**config.mk**
```make
export PLATFORM = sky130hd
export DESIGN_NAME = fifo_level
export DESIGN_NICKNAME = d
export VERILOG_FILES = /design/src/rtl/fifo_pkg.sv /design/src/rtl/fifo_ram.sv /design/src/rtl/fifo_level.sv
export SDC_FILE = /design/constraint.sdc
export NUM_CORES = 1
export LEC_CHECK = 0
export CELL_PAD_IN_SITES_DETAIL_PLACEMENT = 1
export CELL_PAD_IN_SITES_GLOBAL_PLACEMENT = 1
export CORE_MARGIN = 2
export CORE_UTILIZATION = 30
export DETAILED_ROUTE_END_ITERATION = 7
export GPL_TIMING_DRIVEN = 0
export PLACE_DENSITY_LB_ADDON = 0.15
export SLEW_MARGIN = 10
export SYNTH_ARGS = -nofsm -noshare
export SYNTH_HDL_FRONTEND = slang
export SYNTH_SLANG_ARGS = --single-unit
```
**constraint.sdc**
```tcl
create_clock -name clk -period 8.99 [get_ports clk]
set_input_delay 2.2475 -clock clk [delete_from_list [all_inputs] [get_ports clk]]
set_output_delay 2.2475 -clock clk [all_outputs]
set_load 0.02 [all_outputs]
```
**src/rtl/fifo_pkg.sv**
```systemverilog
// rtl/fifo_pkg.sv - shared sizing helpers and op encoding for the level FIFO
package fifo_pkg;

   function automatic int depth(input int w);
      return 1 << w;
   endfunction

   function automatic int cnt_w(input int w);
      return w + 1;
   endfunction

   // Encoded as {wr_ok, rd_ok}
   typedef enum logic [1:0] {
      OP_NONE = 2'b00,
      OP_RD   = 2'b01,
      OP_WR   = 2'b10,
      OP_RW   = 2'b11
   } fifo_op_e;

endpackage

```
**src/rtl/fifo_ram.sv**
```systemverilog
// rtl/fifo_ram.sv - B x 2**W register file, sync write port, async read port
module fifo_ram
   import fifo_pkg::*;
#(
   parameter int B = 8,
   parameter int W = 4
)(
   input  logic         clk,
   input  logic         we,
   input  logic [W-1:0] waddr,
   input  logic [B-1:0] wdata,
   input  logic [W-1:0] raddr,
   output logic [B-1:0] rdata
);

   logic [B-1:0] mem [depth(W)];

   always_ff @(posedge clk) begin
      if (we)
         mem[waddr] <= wdata;
   end

   assign rdata = mem[raddr];

endmodule

```
**src/rtl/fifo_level.sv**
```systemverilog
// rtl/fifo_level.sv - synchronous FIFO with count, thresholds, write-through; FIFO_ERR_EN adds sticky error flags
module fifo_level
   import fifo_pkg::*;
#(
   parameter int B        = 8,
   parameter int W        = 4,
   parameter int AF_LEVEL = 2**W - 2,
   parameter int AE_LEVEL = 1
)(
   input  logic         clk,
   input  logic         reset,
   input  logic         rd,
   input  logic         wr,
   input  logic [B-1:0] w_data,
   output logic [B-1:0] r_data,
   output logic         empty,
   output logic         full,
   output logic         almost_empty,
   output logic         almost_full,
   output logic [W:0]   count,
   output logic         overflow,
   output logic         underflow
);

   localparam int CW = cnt_w(W);
   localparam logic [CW-1:0] FULL_C = CW'(depth(W));
   localparam logic [CW-1:0] AF_C   = CW'(AF_LEVEL);
   localparam logic [CW-1:0] AE_C   = CW'(AE_LEVEL);

   logic           wr_ok;
   logic           rd_ok;
   fifo_op_e       op;
   logic [W-1:0]   w_ptr;
   logic [W-1:0]   r_ptr;
   logic [W-1:0]   w_ptr_nxt;
   logic [W-1:0]   r_ptr_nxt;
   logic [CW-1:0]  count_nxt;

   always_comb begin
      wr_ok     = wr & (~full | rd);
      rd_ok     = rd & ~empty;
      op        = fifo_op_e'({wr_ok, rd_ok});
      w_ptr_nxt = w_ptr;
      r_ptr_nxt = r_ptr;
      count_nxt = count;
      case (op)
         OP_WR: begin
            w_ptr_nxt = w_ptr + W'(1);
            count_nxt = count + CW'(1);
         end
         OP_RD: begin
            r_ptr_nxt = r_ptr + W'(1);
            count_nxt = count - CW'(1);
         end
         OP_RW: begin
            w_ptr_nxt = w_ptr + W'(1);
            r_ptr_nxt = r_ptr + W'(1);
         end
         default: ;
      endcase
      if (reset) begin
         w_ptr_nxt = '0;
         r_ptr_nxt = '0;
         count_nxt = '0;
      end
   end

   // Flags are registered from the next count so they move in the same edge as count
   always_ff @(posedge clk) begin
      w_ptr        <= w_ptr_nxt;
      r_ptr        <= r_ptr_nxt;
      count        <= count_nxt;
      empty        <= (count_nxt == '0);
      full         <= (count_nxt == FULL_C);
      almost_empty <= (count_nxt <= AE_C);
      almost_full  <= (count_nxt >= AF_C);
   end

   fifo_ram #(.B(B), .W(W)) u_ram (
      .clk   (clk),
      .we    (wr_ok & ~reset),
      .waddr (w_ptr),
      .wdata (w_data),
      .raddr (r_ptr),
      .rdata (r_data)
   );

`ifdef FIFO_ERR_EN
   always_ff @(posedge clk) begin
      if (reset) begin
         overflow  <= 1'b0;
         underflow <= 1'b0;
      end else begin
         if (wr & full & ~rd)
            overflow <= 1'b1;
         if (rd & empty)
            underflow <= 1'b1;
      end
   end
`else
   assign overflow  = 1'b0;
   assign underflow = 1'b0;
`endif

endmodule

```
* Yosys cells after proc, flatten, opt, wreduce, memory -nomap -nowiden
Memories as Yosys holds them, arrays and structs flattened. A register that Yosys moved wholly into a read port is not among the register bits.
Cells that the tools add are included.
** Storage, ports and cells
- Memory bits (writable) :: 128
- Register bits :: 17
- Input port bits :: 12
- Memories :: 1
- Memory bits (read-only) :: 0
- Bits in latches :: 0
- Output and inout port bits :: 19
- Word-level logic and storage cells :: 34
** Cells by class
- Reductions and logical operators :: 3
- Div/mod/pow operators :: 0
- Shift-type cells :: 0
- Muxes and demuxes :: 6
- Multiply operators :: 0
- Order comparisons :: 2
- Add/sub/neg operators :: 4
- Bitwise operators :: 7
- Equality and inequality tests :: 4
** Memory list
- u_ram.mem :: depth 16, bits a word 8, read ports 1, clocked after Yosys merged registers in 1, write ports 1, line fifo_ram.sv:16 : logic [B-1:0] mem [depth(W)];
** Operators by type and width (count)
- $pmux W5 S2 :: 1
- $add A4 B1 Y4 const B :: 2
- $mux W4 :: 2
- $add A5 B1 Y5 const B :: 1
- $eq A5 B5 Y1 const B :: 1
- $ge A5 B4 Y1 const B :: 1
- $le A5 B1 Y1 const B :: 1
- $logic_not A5 Y1 :: 1
- $mux W5 :: 1
- $sub A5 B1 Y5 const B :: 1
- $eq A2 B2 Y1 const B :: 2
- $reduce_or A2 Y1 :: 2
- $and A1 B1 Y1 :: 3
- $not A1 Y1 :: 3
- $eq A2 B1 Y1 const B :: 1
- $mux W1 :: 2
- $or A1 B1 Y1 :: 1

* Logic depth before layout (Yosys ltp)
- Depth in word-level cells :: 7
- Gate-level depth with buffers :: 11
- Gate-level depth less buffers :: 10

* By module
A second synthesis with hierarchy kept.
** Unflattened totals
- Cell total of the unflattened synthesis :: 329
- Area, all modules :: 5962.0 µm²
** Modules (own cells, without submodules)
- fifo_ram :: area each 4987.3 µm², times used 1, seq. area each 3843.7 µm², cells each 221
- fifo_level :: area each 974.7 µm², times used 1, seq. area each 340.3 µm², cells each 108

* Worst setup path after synthesis
OpenSTA, ideal clock, no wires.
- Kind :: input port to flip-flop
- From :: input rd
- To :: register full
- Setup slack :: 4542 ps
- Library setup time :: 117 ps
- Stages on the path :: 11
- Buffers on the path :: 2
- Arrival time :: 4331 ps
- Required time :: 8873 ps
- Cells stage by stage :: nor2b_1 > clkbuf_1 > ha_1 > buf_2 > xor2_1 > ha_1 > a21o_1 > a21oi_1 > nor4_2 > mux2_1 > and4b_1
** On the way
- Word-level cells in the longest chain between the ends :: 6
- Elaborated cells on any way between the ends :: 8
- Classes of those cells :: eq/ne: 3; mux: 2; bitwise: 3
** RTL lines
- start, declared :: line fifo_level.sv:12 : input logic rd,
- $or A1 B1 Y1 :: line fifo_level.sv:40 : wr_ok = wr & (~full | rd);
- $and A1 B1 Y1 :: line fifo_level.sv:40
- $eq A2 B1 Y1 or $eq A2 B2 Y1 (tied branches) :: line fifo_level.sv:46 : case (op)
- $pmux W5 S2 * :: line fifo_level.sv:46
- $mux W5 * :: line fifo_level.sv:61 : if (reset) begin
- via count_nxt[4] :: line fifo_level.sv:37 : logic [CW-1:0] count_nxt;
- $eq A5 B5 Y1 * :: line fifo_level.sv:74 : full <= (count_nxt == FULL_C);
- end signal, assigned :: line fifo_level.sv:74
- end, declared :: line fifo_level.sv:17 : output logic full,
The timed path passes the listed nets; every way through them passes the cells marked *.
A chain may end at the register's enable or synchronous reset.

==> qor.yml <==
job:
  cap_violations: 0
routing:
  drc: 0
  num_vias: 2965
  ant_nets: 0
  wl_per_cell_um: 19.88
  finalWirelength_mm: 12.96
  drt_pre_antenna_iters: 4
  drtIter0Drc: 120
  via_per_inst: 4.548
placed_design:
  place_ws_ps: 3637
  gp_congestion: 0.6960
  dp_hpwl_mm: 9.032
  dp_cells: 620
  portBuffers: 28
synth:
  yosysTopAreaCell: "edfxtp_1"
  synthTopCellsByArea: "edfxtp_1 63%, mux4_1 10%, dfxtp_1 6.9%"
  ys_seq_area_share_pct: 70.12
  synth_fa_ha_area_share_pct: 2.058
  async_flop_share_pct: 0
  yosysUniqueCellTypes: 43
  netlist_area_um2: 6081
  synth_top_area_share_pct: 63.21
  synth_seq_cells: 149
  synth_top_family_by_area: "multiplexers"
  synth.area.mux_share_pct: 16.81
  synth_simple_gate_area_share_pct: 4.938
  ys_warn_count: 0
  syn-mean-instance-area_um2: 19.18
  synth_edf_count: 128
  synth_compound_area_share_pct: 2.078
  ys.flop_type: "edfxtp_1"
  synthXorXnorAreaFrac_pct: 1.440
  syn_inst: 317
sta:
  finalWorstSetupSlack_ps: 3715
  setup_viol: 0
  final_max_slew_viol_count: 0
  worst_slew_pin_slew_ps: 934.6
  finalClockSkew_ps: 10.17
  fin_crit_sh_pct: 58.68
  period_needed_ps: 5275
  fmaxAchievable_mhz: 189.6
  finalHoldViolCount: 0
  rsz0062_at_grt: "no"
  slew_headroom_pct: 37.46
  setup_tns_ps: 0
finish:
  layout.nets: 391
  diodes: 0
  final_util_pct: 36.42
  layout.cells.non_filler: 652
  area_delta_synth_final_pct: 20.02
  layout-drive-gt1-share_pct: 17.54
power_and_ir_drop:
  leakagePower_nw: 2.360
  ir_worst_vdd_v: 0.0001211
  p_per_area_nw_per_um2: 223.5
cts:
  htreeDepth: 4
  cts_buffers: 17
  clk_path_buf_depth: 2
  clock_latency_ps: 420
  clock-sinks: 149
  post_cts_resized: 0
  cts_tree: "done"
  hold_buffers: 0
  ctsRootBufferMaster: "clkbuf_16"
  post_cts_buffers: 0
  path_clk_slew_ps: 60
worst_setup_path:
  crit_path_end_kind: "output pin"
  path_class: "reg -> out"
  start_kind: "flop"
  cp_max_fo: 10
  required_ps: 6740
  cp.arrival_ps: 3030
floorplan:
  dieArea_um2: 21420
  start_util_pct: 30.34
  ioPinCount: 31
  rows: 52
  die_h_um: 146.4
  core_um2: 20040
  die_w_um: 146.4
grt:
  grt_pass1_vias: 3302
  grt_pass1_wl_mm: 20.16
  gr-total-overflow: 0
  grt_usage_pct: 12.97
  antenna_found_initial: 0
  grt_max_degree: 17
run_status:
  status: "complete, no violations"
min_path:
  hold_class: "reg -> reg"
synthesized netlist by cell type, drive strengths merged (2+ instances only):
cell type and count:
buf 13, a21oi 4, a211o 2, a31o 2
xor2 6, o21ai 5, dfxtp 21, edfxtp 128
nor2b 3, inv 5, nand2 9, nor3 5
nand2b 3, or3 2, xnor2 4, mux4 40
clkbuf 7, ha 10, mux2i 2, nor2 29
state kept, by name, indices dropped and copies added, names as in the netlist, named ones only:
name and flops:
count 5, w_ptr 4, almost_full 1, almost_empty 1, empty 1, full 1, u_ram.mem 128, r_ptr 4
where the power goes:
group	switching, mW	internal [mW]	total (mW)
sequential	0.00890	0.766	0.775
clock	0.295	0.359	0.654
combinational	0.105	0.0963	0.201
total	0.409	1.22	1.63
worst max-delay path, stage by stage, from the launching register on:
cell	delay [ps]
dfxtp_1	420
buf_1	650
mux4_2	430
mux4_2	530
clkdlybuf4s50_1	570
final timing paths:
kind	from	cells past startpoint	to	slack, ps
setup reg to reg	full	11	full	6100
hold / removal	w_ptr[1]	2	w_ptr[1]	520
hold reg to reg	w_ptr[1]	2	w_ptr[1]	520
setup / recovery	flop	4	r_data[7]	3710
cells in the final DEF (no fill, tap or decap), types with 7 or more instances in the layout:
cell,count
clkdlybuf4s50_1,28
dfxtp_1,21
clkbuf_1,7
edfxtp_1,128
ha_1,10
nor2_1,29
clkbuf_16,17
mux4_1,24
nand2_1,9
mux4_2,16
layout make-up:
class,count,area [um2]
Buffer,20,132.6
Clock buffer,17,425.4
Clock inverter,15,120.1
Fill cell,2033,12740
Inverter,5,18.77
Multi-Input combinational cell,144,1689
Sequential cell,149,4264
Tap cell,270,337.8
Timing Repair Buffer,32,310.3
kinds of logic after synthesis:
kind of cell,count (synthesis)
XOR/XNOR,10
buffers and inverters,25
multiplexers,43
flip-flops,149
adder cells (fa/ha/maj),10
AO/OA/AOI/OAI,18
other,1
AND/OR/NAND/NOR,61
per-layer routing:
| layer | wire (um) | track usage [%] | vias to the layer above |
|---|---|---|---|
| met5 | 0 | 0 | - |
| met2 | 6507 | 21.46 | 43 |
| met4 | 91 | 3.495 | 0 |
| met1 | 5967 | 16.91 | 1534 |
| met3 | 395 | 3.594 | 7 |
| li1 | - | - | 1381 |
metrics by stage:
step	hold slack [ps]	total power, mW	area (um2)
after detailed placement	515.3	0.9955	6753
after floorplan	477.4	0.9163	6085
after global placement	510.5	0.9897	6703
after CTS	523.3	1.653	7298
final	517.8	1.631	7298
after global routing	553.8	1.697	7298
(Power assumes the default switching activity.)
